<file path="config.mk">
export PLATFORM = sky130hd
export DESIGN_NAME = pid_channel_scheduler
export DESIGN_NICKNAME = d
export VERILOG_FILES = /design/src/rtl/pid_channel_scheduler.sv
export SDC_FILE = /design/constraint.sdc
export NUM_CORES = 1
export LEC_CHECK = 0
export CORE_MARGIN = 8
export CORE_UTILIZATION = 50
export CTS_CLUSTER_DIAMETER = 30
export DETAILED_ROUTE_END_ITERATION = 16
export PLACE_DENSITY_LB_ADDON = 0.12
export SLEW_MARGIN = 20
export SYNTH_ARGS = -nofsm -noshare
export SYNTH_HDL_FRONTEND = slang
export SYNTH_SLANG_ARGS = --single-unit
</file>
<file path="constraint.sdc">
create_clock -name clk -period 3.8 [get_ports clk]
set_clock_uncertainty 0.05 [all_clocks]
set_input_delay 0.57 -clock clk [delete_from_list [all_inputs] [get_ports clk]]
set_output_delay 0.57 -clock clk [all_outputs]
set_load 0.02 [all_outputs]
</file>
<file path="src/rtl/pid_channel_scheduler.sv">
// ============================================================================
// Module      : pid_channel_scheduler
// Description : Shares one PID engine across NCH control loops. It arbitrates
//               requests, holds the per-channel error and integral state, and
//               drives a clamped 8-bit output for each channel.
//               Option macro: PID_SCHED_FIXED_PRIO_EN selects fixed priority
//               (lowest index wins) in place of round-robin.
// Revision    : 1.0 - initial release
// ============================================================================
`default_nettype none

module pid_channel_scheduler #(
    parameter int NCH = 4,
    parameter int CHW = 2
) (
    input  logic                 clk,
    input  logic                 rst_n,
    input  logic [NCH-1:0]       req,
    input  logic [NCH*8-1:0]     setpoint,
    input  logic [NCH*8-1:0]     feedback,
    output logic [NCH-1:0]       ack,
    output logic [NCH*8-1:0]     ctrl_out,
    output logic                 busy,
    output logic [CHW-1:0]       cur_ch,
    output logic                 eng_start,
    output logic [15:0]          eng_error,
    output logic [15:0]          eng_prev_error,
    output logic [15:0]          eng_integral,
    input  logic                 eng_done,
    input  logic [15:0]          eng_result,
    input  logic [15:0]          eng_integral_nxt
);

    typedef enum logic [1:0] {
        S_IDLE = 2'd0,
        S_LOAD = 2'd1,
        S_WAIT = 2'd2,
        S_DONE = 2'd3
    } state_t;

    state_t                 r_state;
    logic [NCH-1:0][7:0]    r_ctrl;
    logic [15:0]            r_prev  [NCH];
    logic [15:0]            r_integ [NCH];
    logic [NCH-1:0]         r_ack;
    logic                   r_busy;
    logic [CHW-1:0]         r_ch;
    logic                   r_start;
    logic [15:0]            r_err;

    logic [NCH-1:0][7:0]    w_sp;
    logic [NCH-1:0][7:0]    w_fb;
    logic [15:0]            w_err;
    logic [7:0]             w_clamp;
    logic [CHW-1:0]         w_win;
    logic                   w_engaged;

    assign w_sp      = setpoint;
    assign w_fb      = feedback;
    assign w_err     = {8'b0, w_sp[r_ch]} - {8'b0, w_fb[r_ch]};
    assign w_engaged = (r_state == S_LOAD) || (r_state == S_WAIT);

    // Negative results floor at 0, anything above 255 saturates.
    assign w_clamp = eng_result[15]     ? 8'h00 :
                     (|eng_result[14:8]) ? 8'hFF : eng_result[7:0];

    assign ack            = r_ack;
    assign ctrl_out       = r_ctrl;
    assign busy           = r_busy;
    assign cur_ch         = r_ch;
    assign eng_start      = r_start;
    assign eng_error      = (r_state == S_LOAD) ? w_err : r_err;
    assign eng_prev_error = w_engaged ? r_prev[r_ch]  : 16'h0000;
    assign eng_integral   = w_engaged ? r_integ[r_ch] : 16'h0000;

`ifdef PID_SCHED_FIXED_PRIO_EN
    always_comb begin
        w_win = '0;
        for (int i = NCH - 1; i >= 0; i--) begin
            if (req[i]) w_win = CHW'(i);
        end
    end
`else
    logic [CHW-1:0] r_ptr;
    logic [CHW-1:0] w_next;

    assign w_next = (int'(r_ch) == NCH - 1) ? '0 : r_ch + 1'b1;

    // Scan downward so the set bit closest to the pointer is assigned last.
    always_comb begin
        w_win = '0;
        for (int i = NCH - 1; i >= 0; i--) begin
            if (req[(int'(r_ptr) + i) % NCH]) w_win = CHW'((int'(r_ptr) + i) % NCH);
        end
    end

    always_ff @(posedge clk or negedge rst_n) begin
        if (!rst_n)                  r_ptr <= '0;
        else if (r_state == S_DONE)  r_ptr <= w_next;
    end
`endif

    always_ff @(posedge clk or negedge rst_n) begin
        if (!rst_n) begin
            r_state <= S_IDLE;
            r_ctrl  <= '0;
            r_ack   <= '0;
            r_busy  <= 1'b0;
            r_ch    <= '0;
            r_start <= 1'b0;
            r_err   <= 16'h0000;
            for (int i = 0; i < NCH; i++) begin
                r_prev[i]  <= 16'h0000;
                r_integ[i] <= 16'h0000;
            end
        end else begin
            case (r_state)
                S_IDLE: begin
                    if (|req) begin
                        r_ch    <= w_win;
                        r_busy  <= 1'b1;
                        r_start <= 1'b1;
                        r_state <= S_LOAD;
                    end
                end
                S_LOAD: begin
                    r_err   <= w_err;
                    r_start <= 1'b0;
                    r_state <= S_WAIT;
                end
                S_WAIT: begin
                    if (eng_done) begin
                        r_prev[r_ch]  <= r_err;
                        r_integ[r_ch] <= eng_integral_nxt;
                        r_ctrl[r_ch]  <= w_clamp;
                        r_ack[r_ch]   <= 1'b1;
                        r_state       <= S_DONE;
                    end
                end
                default: begin
                    r_ack   <= '0;
                    r_busy  <= 1'b0;
                    r_state <= S_IDLE;
                end
            endcase
        end
    end

endmodule

`default_nettype wire

</file>
Word-level counts from Yosys, hierarchy flattened
Index checks and enable logic that the tools add are counted.

Output and inout bits: 88. Logic and storage cells: 111. Register bits after elaboration: 188.

$add $sub $neg: 5. Bitwise operators: 7. Reductions and logical operators: 18. Mux-type cells: 48. Equal/unequal tests: 6. Magnitude comparators: 8.

Operator list (count): $bwmux 64 (2); $mux 16 (8); $bmux 16 s2 (2); $mux 8 (5); $bmux 8 s2 (2); $bwmux 32 (1); $demux 16 s2 (1); $demux 8 s2 (1); $mux 2 (7); $lt 3x4->1 const B (3); $reduce_and 2->1 (6); $reduce_or 2->1 (5); $mux 1 (9); $sub 8x8->9 (1); $bmux 1 s2 (4); $pmux 4 s2 (1); $reduce_or 7->1 (1); $lt 2x3->1 const B (2); $pmux 2 s3 (1); $add 2x1->2 const B (2); $add 2x2->2 const B (2); $eq 2x1->1 const B (2); $eq 2x2->1 const B (2); $mux 4 (1); other kinds (15) (21).

Logic depth before layout (Yosys ltp)
Depth in word-level cells: 10. Depth in mapped cells: 10.

Worst setup path after synthesis
Ideal clock, no wire load.

Path type: register to output. Start: reg r_ch[0], in the netlist cur_ch[0]. End: out eng_error[6]. Slack: 21 ps. Arrival time: 3159 ps. Required time: 3180 ps. Path buffers: 2. Cell stages (with the launch flop): 10. Path through: dfrtp_1 buf_6 buf_4 mux4_2 ha_1 fa_1 and2b_1 o2111ai_1 and4_1 o31ai_1.

Word-level cells in the longest chain between the ends: 4. Elaborated cells between the ends (all ways): 6. Classes of those cells: 1 x add/sub; 5 x mux.

Ends and longest elaborated chain: start, declared (RTL line 47) `logic [CHW-1:0] r_ch;`; start signal, assigned (RTL line 120) `r_ch <= w_win;`; $bmux 8 s2 (RTL line 60) `assign w_err = {8'b0, w_sp[r_ch]} - {8'b0, w_fb[r_ch]};`; $mux 8 (implied by the code) (RTL line 60); $sub 8x8->9 * (RTL line 60); $mux 16 * (RTL line 72) `assign eng_error = (r_state == S_LOAD) ? w_err : r_err;`; end, declared (RTL line 26) `output logic [15:0] eng_error,`.

Mark *: on every way between the ends. The rest lies on a longest branch, timed or not. The select of a mux whose other input is x is not followed.

Worst setup path after layout
Start: in feedback[24]. End: out eng_error[9].

Word-level cells in the longest chain between the ends: 4.

Ends and longest elaborated chain: start, declared (RTL line 20) `input logic [NCH*8-1:0] feedback,`; $bmux 8 s2 (RTL line 60); $mux 8 (implied by the code) (RTL line 60); $sub 8x8->9 (RTL line 60); $mux 16 (RTL line 72).

Every way passes these cells. The select of a mux whose other input is x is not followed.

==> impl_results.md <==
* Antenna-violating nets left at 0
* Antenna diode count at 0
* Worst path slowest cell: mux4_2
* Detailed Route WL at 23,200 um
* Die area at 22,600 um^2
* RSZ-0062 raised after global routing: true
* Final Cell Area at 11,900 um^2
* First-pass GRT wire length at 37,000 um
* Largest net degree at the start of global routing at 82
* Post-route setup TNS at 0 ps
* Clock Latency Late Sink at 430 ps
* Hold_buf cts at 0
* Pwr/cell area at 944 nW/um^2
* Top FF cell, synth: dfrtp_1
* LEAKAGE at 5.28 nW
* IO buf count at 190
* FF-to-FF path depth at 7
* Final worst slack at 69.8 ps
* Number of max-cap violations at 0
* FFs w/ async S/R, synth at 100%
* Buffers & Inverters on Critical Path at 3
* P&R area growth vs syn at 31.8%
* Worst Path Required at 3180 ps
* Cells after Synth at 690
* Status: finished clean
* Delay-heaviest family, CP: buffers and inverters
* Synthesized area at 9020 um^2
* Root Buffer: clkbuf_16
* WL/cell at 20.4 um
* Sink Count at 188
* Startpoint types: primary input
* Htree depth at 4
* Final Net Count at 1,016
* Synthesis-stage register bit count at 188
* Worst-path clk slew at 70 ps
* Period Utilization, post-route at 98.2%
* Row count at 49
* Initial antenna violation count at 0
* Vias in the first global route at 6,873
* Final hold slack at 137 ps
* Most frequent cells in the layout: dfrtp_1 (186), clkdlybuf4s50_1 (174), nand2_1 (80)
* Crit. End Element: output pin
* CTS Buffer Depth at 2
* Sequential area share after synthesis at 52.1%
* Peak supply drop at 530 uV
* Final setup viols at 0
* F_max at 0.268 GHz
* Worst-Margin Slew at 793 ps
* Total grt overflow at 0
* Minimum clock period at 3730 ps
* CP Class: primary input to output pin
* DR DRC count at 0
* Pre-CTS setup slack at -519 ps
* Commonest non-fill, non-tap cell in the layout: dfrtp_1
* Fin util at 66.6%
* Number of synthesized flops with an enable pin at 0
* Vias per cell at 5.51
* Relative slew slack at 47.1%
* CTS buffer count at 17
* CP cell instances: clkdlybuf4s50_1 -> mux4_2 -> ha_4 -> fa_1 -> and2b_1 -> o2111ai_2 -> a31oi_2 -> buf_6 -> o21ai_1 -> buf_2
* Ys Warns at 0
* CP peak stage delay at 510 ps
* Crit path max fanout at 7
* Die width at 150 um
* Final hold vios at 0
* DR iter-0 viols at 352
* IO Count at 191
* Min-Delay Path Class: primary input to async pin
* Mapped Nets at 810
* Core Area at 17,800 um^2
* Max Slew Vio Count at 0
* Die Y at 150 um
* Number of distinct library cells after synthesis at 43
* Avg Cell Area, Syn at 13.1 um^2
* HPWL after DPL at 16,800 um
* Vias after detailed routing at 6,271
* Initial DRT Pass Iterations at 4
* Placed Area at 11,200 um^2
* CP arrival at 3110 ps
* Initial Util at 50.6%
* Global placer's final weighted congestion at 0.832
* Gr usage total at 21.2%
* Critical Path Stages at 10
* TritonCTS clock tree: yes
* Share of layout cells above drive strength 1 at 27.1%
-- flip-flops by register name (all words and copies together) (netlist names), 2 cells and up --
register and cells:
cur_ch 2, r_state 2, r_integ 64, r_prev 64, ctrl_out 32, r_err 16
ack 4, r_ptr 2
-- layout make-up --
type | count | area (um^2)
Inverter | 27 | 101
Clock buffer | 19 | 433
Fill cell | 1309 | 5950
Multi-Input combinational cell | 432 | 3990
Sequential cell | 188 | 4710
Clock inverter | 13 | 136
Tap cell | 229 | 287
Timing Repair Buffer | 230 | 2230
-- cells by family (layout without fill, tap and decap cells) --
group | count (synthesis) | in the layout | share of synthesized area [%]
muxes | 144 | 144 | 24.9
and+or+nand+nor | 145 | 145 | 7.70
xor gates and xnor gates | 1 | 1 | 0.0971
AOI/OAI and AO/OA | 125 | 125 | 8.06
adders and majority gates | 17 | 17 | 2.44
DFF | 188 | 188 | 52.1
buffers and inverters | 70 | 289 | 4.63
-- power breakdown --
part	internal [mW]	total, mW	switching (mW)	leakage, nW
Sequential	2.95	3.49	0.533	2.34
Combinational	3.10	6.03	2.93	2.66
Clock	0.921	1.71	0.788	0.271
-- cells in the mapped netlist, drive strengths merged, types with 2 or more instances --
cell type,n,share of area (%)
o21ai,79,4.4
ha,16,2.2
o21a,8,0.67
clkbuf,15,0.64
o21bai,8,0.67
o41ai,2,0.28
a21o,2,0.17
dfrtp,188,52
o31ai,5,0.42
nand2,80,3.3
nor2,10,0.42
nor2b,3,0.21
nand3,4,0.44
a21oi,9,0.50
nor4,3,0.21
buf,28,2.9
mux2,94,13
a31oi,4,0.28
o22ai,3,0.21
and2,32,2.2
mux2i,2,0.22
nor3,7,0.39
mux4,48,12
inv,27,1.1
-- timing repair --
item / CTS / global route
pin swaps: 2 / 3
setup endpoints to repair: 14 / 14
endpoints found under the hold margin: 0 / 0
setup buffers: 3 / 1
gates resized for setup: 81 / 19
-- worst register-to-register path, stage by stage (launching register included) --
cell,delay [ps]
dfrtp_4,480
buf_12,110
buf_4,100
buf_4,320
ha_1,290
nand3_2,490
buf_12,410
mux2_4,340
-- layer usage --
metal / part of all wire [%] / track usage, % / vias up / wire length [um]
li1: - / - / 2873 / -
met1: 42 / 26.5 / 3211 / 9680
met2: 52 / 36.6 / 157 / 12000
met3: 5.1 / 4.66 / 30 / 1190
met4: 1.4 / 5.80 / 0 / 326
met5: 0 / 0 / - / 0
-- path summary, 6_finish.rpt --
kind,from,to,slack (ps)
worst max-delay path,feedback[24],eng_error[9],70
worst min-delay path,rst_n,ctrl_out[0]$_DFFE_PN0P_,140
worst max register to register,cur_ch[0]$_DFFE_PN0P_,r_prev[5]$_DFFE_PN0P_,1100
worst min register to register,r_prev[13]$_DFFE_PN0P_,r_prev[13]$_DFFE_PN0P_,430
max in group asynchronous,rst_n,r_err[9]$_DFF_PN0_,2650
min in group clk,r_prev[13]$_DFFE_PN0P_,r_prev[13]$_DFFE_PN0P_,430
-- metrics by stage --
stage               power (mW)  instances
floorplan                 7.03        690
global placement          9.27       1102
detailed placement        9.51       1102
CTS                       11.3       1137
global route              11.9       1138
finish                    11.2       1138
Power figures use the tool's default switching activity.
